**config.mk**
```make
export PLATFORM = sky130hd
export DESIGN_NAME = proc_ctrl_fsm
export DESIGN_NICKNAME = d
export VERILOG_FILES = /design/src/rtl/proc_ctrl_fsm.sv
export SDC_FILE = /design/constraint.sdc
export NUM_CORES = 1
export LEC_CHECK = 0
export ABC_AREA = 1
export ABC_CLOCK_PERIOD_IN_PS = 2500
export BUFFER_PORTS_ARGS = -buffer_cell sky130_fd_sc_hd__buf_2
export CAP_MARGIN = 20
export CORE_MARGIN = 2
export CORE_UTILIZATION = 55
export CTS_BUF_LIST = sky130_fd_sc_hd__clkbuf_4
export DETAILED_ROUTE_END_ITERATION = 8
export PLACE_DENSITY_LB_ADDON = 0.08
export SLEW_MARGIN = 10
export SYNTH_ARGS = -nofsm -noshare
export SYNTH_HDL_FRONTEND = slang
export SYNTH_SLANG_ARGS = --single-unit
```
**constraint.sdc**
```tcl
create_clock -name clk -period 2.5 [get_ports clk]
set_clock_uncertainty 0.2 [all_clocks]
set_input_delay 0.5 -clock clk [delete_from_list [all_inputs] [get_ports clk]]
set_output_delay 0.5 -clock clk [all_outputs]
set_load 0.02 [all_outputs]
```
**src/rtl/proc_ctrl_fsm.sv**
```systemverilog
// Instruction-sequencing control FSM for one distributed-processor core.
// Decodes the instruction class in opcode[7:4] and drives ALU selects, write
// enables, instruction-pointer control and fproc/sync handshakes. Adds a sync
// barrier wait, a terminal DONE state and a wait timeout with a sticky error.
module proc_ctrl_fsm #(
  parameter int unsigned OPCODE_W      = 8,
  parameter int unsigned TIMEOUT_W     = 16,
  parameter int unsigned FPROC_TIMEOUT = 1024,
  parameter int unsigned SYNC_TIMEOUT  = 0
) (
  input  logic                clk,
  input  logic                reset,
  input  logic [OPCODE_W-1:0] opcode,
  input  logic                fproc_ready,
  input  logic                sync_enable,
  input  logic                sync_in,
  input  logic                cstrobe_in,
  output logic [2:0]          alu_opcode,
  output logic                alu_in0_sel,
  output logic [1:0]          alu_in1_sel,
  output logic                c_strobe_enable,
  output logic                reg_write_en,
  output logic                instr_ptr_en,
  output logic [1:0]          instr_ptr_load_en,
  output logic                qclk_load_en,
  output logic                write_pulse_en,
  output logic                fproc_out_ready,
  output logic                sync_out_ready,
  output logic                done,
  output logic                timeout_err
);

  localparam logic [3:0] C_PULSE_WRITE      = 4'd1;
  localparam logic [3:0] C_PULSE_WRITE_TRIG = 4'd2;
  localparam logic [3:0] C_REG_ALU          = 4'd3;
  localparam logic [3:0] C_JUMP_I           = 4'd4;
  localparam logic [3:0] C_JUMP_COND        = 4'd5;
  localparam logic [3:0] C_INC_QCLK         = 4'd6;
  localparam logic [3:0] C_ALU_FPROC        = 4'd7;
  localparam logic [3:0] C_JUMP_FPROC       = 4'd8;
  localparam logic [3:0] C_SYNC             = 4'd9;
  localparam logic [3:0] C_DONE             = 4'd10;

  localparam logic [1:0] SEL_REG   = 2'd0;
  localparam logic [1:0] SEL_QCLK  = 2'd1;
  localparam logic [1:0] SEL_FPROC = 2'd2;

  localparam logic [1:0] LD_INC  = 2'd0;
  localparam logic [1:0] LD_IMM  = 2'd1;
  localparam logic [1:0] LD_ALU  = 2'd2;

  localparam bit                   FPROC_TO_EN = (FPROC_TIMEOUT != 0);
  localparam bit                   SYNC_TO_EN  = (SYNC_TIMEOUT != 0);
  localparam logic [TIMEOUT_W-1:0] FPROC_LAST  = TIMEOUT_W'(FPROC_TIMEOUT - 1);
  localparam logic [TIMEOUT_W-1:0] SYNC_LAST   = TIMEOUT_W'(SYNC_TIMEOUT - 1);
  localparam logic [TIMEOUT_W-1:0] CNT_MAX     = '1;

  typedef enum logic [3:0] {
    S_INIT, S_ALU_PROC, S_INC_QCLK, S_JUMP_COND,
    S_AFP_WAIT, S_JFP_WAIT, S_SYNC_WAIT, S_DONE, S_ERR
  } state_t;

  state_t               r_state;
  logic [TIMEOUT_W-1:0] r_wait_cnt;
  logic                 r_src_fproc;

  logic [3:0] w_class;
  logic       w_fproc_expire;
  logic       w_sync_expire;
  logic [1:0] w_hold_sel;
  logic       w_unused_opcode;

  assign w_class         = opcode[7:4];
  assign w_unused_opcode = ^opcode;
  assign w_fproc_expire  = FPROC_TO_EN && (r_wait_cnt == FPROC_LAST);
  assign w_sync_expire   = SYNC_TO_EN && (r_wait_cnt == SYNC_LAST);
  assign w_hold_sel      = r_src_fproc ? SEL_FPROC : SEL_REG;

  // State, saturating wait counter and held ALU operand source.
  always_ff @(posedge clk) begin
    if (reset) begin
      r_state     <= S_INIT;
      r_wait_cnt  <= '0;
      r_src_fproc <= 1'b0;
    end else begin
      case (r_state)
        S_INIT: begin
          r_wait_cnt <= '0;
          case (w_class)
            C_REG_ALU:    begin r_state <= S_ALU_PROC;  r_src_fproc <= 1'b0; end
            C_JUMP_COND:  begin r_state <= S_JUMP_COND; r_src_fproc <= 1'b0; end
            C_INC_QCLK:   r_state <= S_INC_QCLK;
            C_ALU_FPROC:  r_state <= S_AFP_WAIT;
            C_JUMP_FPROC: r_state <= S_JFP_WAIT;
            C_SYNC:       if (sync_enable) r_state <= S_SYNC_WAIT;
            C_DONE:       r_state <= S_DONE;
            default:      r_state <= S_INIT;
          endcase
        end
        S_ALU_PROC, S_INC_QCLK, S_JUMP_COND: r_state <= S_INIT;
        S_AFP_WAIT, S_JFP_WAIT: begin
          if (fproc_ready) begin
            r_state     <= (r_state == S_AFP_WAIT) ? S_ALU_PROC : S_JUMP_COND;
            r_src_fproc <= 1'b1;
          end else if (w_fproc_expire) begin
            r_state <= S_ERR;
          end else if (r_wait_cnt != CNT_MAX) begin
            r_wait_cnt <= r_wait_cnt + TIMEOUT_W'(1);
          end
        end
        S_SYNC_WAIT: begin
          if (sync_in) begin
            r_state <= S_INIT;
          end else if (w_sync_expire) begin
            r_state <= S_ERR;
          end else if (r_wait_cnt != CNT_MAX) begin
            r_wait_cnt <= r_wait_cnt + TIMEOUT_W'(1);
          end
        end
        S_DONE:  r_state <= S_DONE;
        S_ERR:   r_state <= S_ERR;
        default: r_state <= S_INIT;
      endcase
    end
  end

  // Control outputs decoded from state, opcode and handshake inputs.
  always_comb begin
    alu_opcode        = opcode[2:0];
    alu_in0_sel       = opcode[3];
    alu_in1_sel       = SEL_REG;
    c_strobe_enable   = 1'b0;
    reg_write_en      = 1'b0;
    instr_ptr_en      = 1'b0;
    instr_ptr_load_en = LD_INC;
    qclk_load_en      = 1'b0;
    write_pulse_en    = 1'b0;
    fproc_out_ready   = 1'b0;
    sync_out_ready    = 1'b0;
    done              = 1'b0;
    timeout_err       = 1'b0;
    if (!reset) begin
      case (r_state)
        S_INIT: begin
          case (w_class)
            C_PULSE_WRITE: begin
              write_pulse_en = 1'b1;
              instr_ptr_en   = 1'b1;
            end
            C_PULSE_WRITE_TRIG: begin
              write_pulse_en  = 1'b1;
              c_strobe_enable = 1'b1;
              instr_ptr_en    = cstrobe_in;
            end
            C_JUMP_I: begin
              instr_ptr_en      = 1'b1;
              instr_ptr_load_en = LD_IMM;
            end
            C_INC_QCLK:                fproc_out_ready = 1'b0;
            C_ALU_FPROC, C_JUMP_FPROC: fproc_out_ready = 1'b1;
            C_SYNC: begin
              sync_out_ready = sync_enable;
              instr_ptr_en   = !sync_enable;
            end
            default: ;
          endcase
          if (w_class == C_INC_QCLK) alu_in1_sel = SEL_QCLK;
        end
        S_ALU_PROC: begin
          alu_in1_sel  = w_hold_sel;
          reg_write_en = 1'b1;
          instr_ptr_en = 1'b1;
        end
        S_INC_QCLK: begin
          alu_in1_sel  = SEL_QCLK;
          qclk_load_en = 1'b1;
          instr_ptr_en = 1'b1;
        end
        S_JUMP_COND: begin
          alu_in1_sel       = w_hold_sel;
          instr_ptr_en      = 1'b1;
          instr_ptr_load_en = LD_ALU;
        end
        S_AFP_WAIT, S_JFP_WAIT: alu_in1_sel = SEL_FPROC;
        S_SYNC_WAIT:            instr_ptr_en = sync_in;
        S_DONE:                 done = 1'b1;
        S_ERR: begin
          done        = 1'b1;
          timeout_err = 1'b1;
        end
        default: ;
      endcase
    end
  end

endmodule

```
=== Word level (Yosys, flattened, before mapping) ===
Cells that the tools add are included.

* Register bits after elaboration: 21
* Logic and storage cells: 92
* Latch bits: 0
* Output and inout port bits: 17
* Bits of input ports: 14
* Memory bits (read-only): 0
* Memories: 0
* Bits in writable memories: 0

* $lt $le $gt $ge: 0
* Bitwise gates (word level): 0
* Reductions and logical operators: 15
* Shift operators: 0
* Equality and inequality tests: 28
* Add/sub/neg operators: 1
* Multiply operators: 0
* Multiplexer cells: 45
* Div/mod/pow operators: 0

{| class="wikitable"
|+ Operator list
! cell !! count
|-
| $mux 16 || 4
|-
| $pmux 16 s3 || 1
|-
| $eq 4x3->1 const B || 8
|-
| $pmux 4 s7 || 1
|-
| $mux 1 || 25
|-
| $pmux 4 s5 || 1
|-
| $add 16x1->16 const B || 1
|-
| $eq 16x10->1 const B || 1
|-
| $eq 4x2->1 const B || 4
|-
| $eq 4x4->1 const B || 4
|-
| $mux 4 || 4
|-
| $ne 16x16->1 const B || 1
|-
| $reduce_or 2->1 || 7
|-
| $ne 2x2->1 const B || 6
|-
| $eq 4x1->1 const B || 2
|-
| $mux 2 || 4
|-
| $pmux 2 s4 || 1
|-
| $ne 3x3->1 const B || 2
|-
| $pmux 1 s3 || 2
|-
| $reduce_and 3->1 || 2
|-
| $logic_not 4->1 || 1
|-
| $pmux 2 s2 || 1
|-
| $reduce_and 4->1 || 1
|-
| $reduce_bool 3->1 || 1
|-
| other kinds (4) || 4
|}

=== Logic depth before layout (Yosys ltp) ===
* Depth after elaboration: 5
* Depth in mapped cells: 12
* Gate-level depth less buffers: 11

=== Worst setup path before layout ===
No wires, ideal clock.

* Path kind: input -> output
* From: input reset
* To: output sync_out_ready
* Stages on the path: 4
* Buffers on the path: 1
* Arrival time: 1497 ps
* Required time: 1800 ps
* Path slack: 303 ps
* Path through: buf_2 nor2_1 nand2_1 nor3b_1

* Word-level cells in the longest chain between the ends: 1

{| class="wikitable"
|+ Ends and longest elaborated chain
! what !! line !! text
|-
| start, declared || 12 || <nowiki>input logic reset,</nowiki>
|-
| $mux 1 || 142 || <nowiki>if (!reset) begin</nowiki>
|-
| end, declared || 28 || <nowiki>output logic sync_out_ready,</nowiki>
|}

Every way passes these cells.

=== Worst setup path in the final report ===
* From: register r_state[2]
* To: output write_pulse_en

* Word-level cells in the longest chain between the ends: 3

{| class="wikitable"
|+ Ends and longest elaborated chain
! what !! line !! text
|-
| start, declared || 63 || <nowiki>state_t r_state;</nowiki>
|-
| start signal, assigned || 103 || <nowiki>r_state <= (r_state == S_AFP_WAIT) ? S_ALU_PROC : S_JUMP_COND;</nowiki>
|-
| $logic_not 4->1 || 143 || <nowiki>case (r_state)</nowiki>
|-
| $mux 1 || 143 ||
|-
| $mux 1 || 142 ||
|-
| end, declared || 26 || <nowiki>output logic write_pulse_en,</nowiki>
|}

Every way passes these cells.

==> results.toml <==
[status]
status = "finished clean"

[die]
num_rows = 20
start_util_pct = 57.70
die_area_mm2 = 0.003672
ios = 31
die_w_um = 60.60
fp.dieH_um = 60.60
fp.coreArea_mm2 = 0.003053

[yosys]
yosys_warnings = 0
yosys.area_share.adder_pct = 0.7102
synth.avg_cell_area_um2 = 5.872
synth_top_family_by_area = "simple AND/OR/NAND/NOR gates"
synth_area_leaders = "dfxtp_1 24%, nand2_1 20%, nor2_1 11%"
synthesis.area_mm2 = 0.001762
synth_compound_area_share_pct = 13.78
yosysSeqAreaShare_pct = 23.86
synthMuxAreaShare_pct = 0
synthXorXnorAreaFrac_pct = 2.486
yosysTopAreaCellShare_pct = 23.86
netlist-cell-type-count = 32
synth_nets = 315
syn_inst = 300
yosysTopAreaCell = "dfxtp_1"
ys_seq_elements = 21
synth-simple-area-share_pct = 46.88

[clock_tree]
path_clk_slew_ps = 130
cts_resized = 0
clock_path_buffers = 2
cts_made_buffers = 3
cts_setup_buffers = 0
cts-root-buf = "clkbuf_4"
cts_tree = "built"
ctsHoldBuffers = 0
cts_htree_levels = 1
cts_sinks = 21
clk_latency_ps = 320

[power_and_ir_drop]
p_int_uw = 447.9
p_clk_share_pct = 26.0
combPwrFrac_pct = 23.3
leakagePower_nw = 0.7410
peakVddDrop_mv = 0.2333
p_sw_uw = 247.0
switching_share_pct = 35.54
power_density_mw_per_mm2 = 368.1
pwr-share-seq_pct = 50.7

[sta]
rsz0062_at_grt = "false"
setup_viol = 0
tns_ps = 0
report.final.hold_viol_count = 0
tightestPinTransition_ps = 430.8
fin_crit_sh_pct = 91.63
min_period_ps = 2291
max_freq_mhz = 436.5
timing.slew.headroom_pct = 71.24
holdWs_ps = 257.0
slew_violations = 0

[detailed_routing]
wl_um = 3920
firstDrtPassIters = 4
postRouteAntennaNets = 0
vias = 1825
drc_errors = 0
wl_per_cell_um = 10.89
vias_per_cell = 5.069
first_iter_violations = 153

[job]
maxCapViolations = 0

[worst_setup_path]
cp_top_family = "simple AND/OR/NAND/NOR gates"
critPathSlowestCell = "dfxtp_1"
crit_top_cell = "nand2_1"
cp.arrival_ps = 1590
cp_max_fo = 5
crit_path_end_kind = "primary output"
cp.required_ps = 1800
cpPeakStageDelay_ps = 370
cp_cell_sequence = "inv_1, nand2_1, nor2_1, nand2_1, nor3b_1, buf_2"
crit_path_start_kind = "register"
crit_type = "register to primary output"
critPathBufInv = 2

[layout]
area_growth_pct = 7.173
fin_nets = 332
drive_above_1_share_pct = 18.04
final_util_pct = 61.84
diodes = 0
layout_commonest_cell = "nand2_1"
n_fill_cell = 341
fin_cells = 360
final_cell_mix = "95 x nand2_1, 50 x nor2_1, 29 x inv_1"

[grt]
grt_pass1_vias = 1534
grt_overflow = 0
grt_pass1_wl_um = 6637
track_usage_pct = 23.28
antenna_found_initial = 0
grt_max_degree = 25

[min_path]
min_path_type = "primary input to register"

[placement]
dp_hpwl_um = 2938
place_congestion = 0.9549
dp.cells = 356
portBuffers = 22
-- area by class of cell --
type	instances	area, um2	area share, %
sequential	21	420.4	22.27
clock buffer	3	22.52	1.193
tap	44	55.05	2.916
timing repair buffer	24	125.1	6.627
multi-input combinational	232	1125	59.58
clock inverter	1	7.507	0.3976
inverter	35	132.6	7.025
-- per-stage QoR --
| stage | setup slack [ps] | instance area (um2) | total power, mW |
|---|---|---|---|
| floorplan | 303.3 | 1762 | 0.4996 |
| global placement | 308.4 | 1858 | 0.5227 |
| detailed placement | 283.7 | 1858 | 0.5217 |
| CTS | 209.9 | 1888 | 0.6973 |
| global route | 34.74 | 1888 | 0.7277 |
| finish | 209.2 | 1888 | 0.6949 |
-- cell usage after synthesis (all sizes together) --
| cell type | n |
|---|---|
| nand3 | 15 |
| a31oi | 1 |
| o21bai | 4 |
| inv | 33 |
| a21oi | 25 |
| nor3 | 7 |
| clkbuf | 3 |
| dfxtp | 21 |
| o211ai | 1 |
| buf | 9 |
| or2 | 1 |
| xor2 | 5 |
| clkinv | 2 |
| ha | 1 |
| o2111ai | 1 |
| nand4 | 3 |
| nor3b | 4 |
| nand2 | 103 |
| o31ai | 1 |
| o21ai | 4 |
| a21boi | 1 |
| nor2 | 55 |
-- power groups by stage --
stage	registers [mW]	clock network [mW]	logic, mW
global route	0.354	0.192	0.182
detailed placement	0.359	0	0.162
CTS	0.352	0.183	0.163
finish	0.352	0.180	0.162
floorplan	0.352	0	0.148
global placement	0.359	0	0.163
-- worst paths after layout --
kind	slack [ps]	cells after the start	from	endpoint
worst max-delay path	210	6	r_state[2]	write_pulse_en
worst max register to register	480	8	r_state[1]	r_wait_cnt[0]
worst min-delay path	260	4	sync_in	r_state[1]
worst min register to register	300	2	r_src_fproc	r_src_fproc
-- per-layer routing --
metal / share of wire, % / global-route usage [%]
met1: 52 / 36.34
met2: 41 / 33.64
met3: 6.5 / 4.691
met4: 0.10 / 3.416
met5: 0 / 0
-- registers in the layout, indices dropped and copies added (netlist names) --
name and flops:
r_src_fproc 1, r_state 4, r_wait_cnt 16
-- logic make-up (layout without fill, tap and decap cells) --
kind of cell               count (synthesis)  in the layout
adders and majority gates                  1              1
xor gates and xnor gates                   5              5
buffers and inverters                     47             63
DFF                                       21             21
and+or+nand+nor                          188            188
AOI/OAI and AO/OA                         38             38
-- tightest hold or removal path, delay by kind of cell --
family,cells,cell delay (ps)
buf+inv,2,140
simple gates,1,60
compound gates,1,50
(Power assumes the default switching activity.)
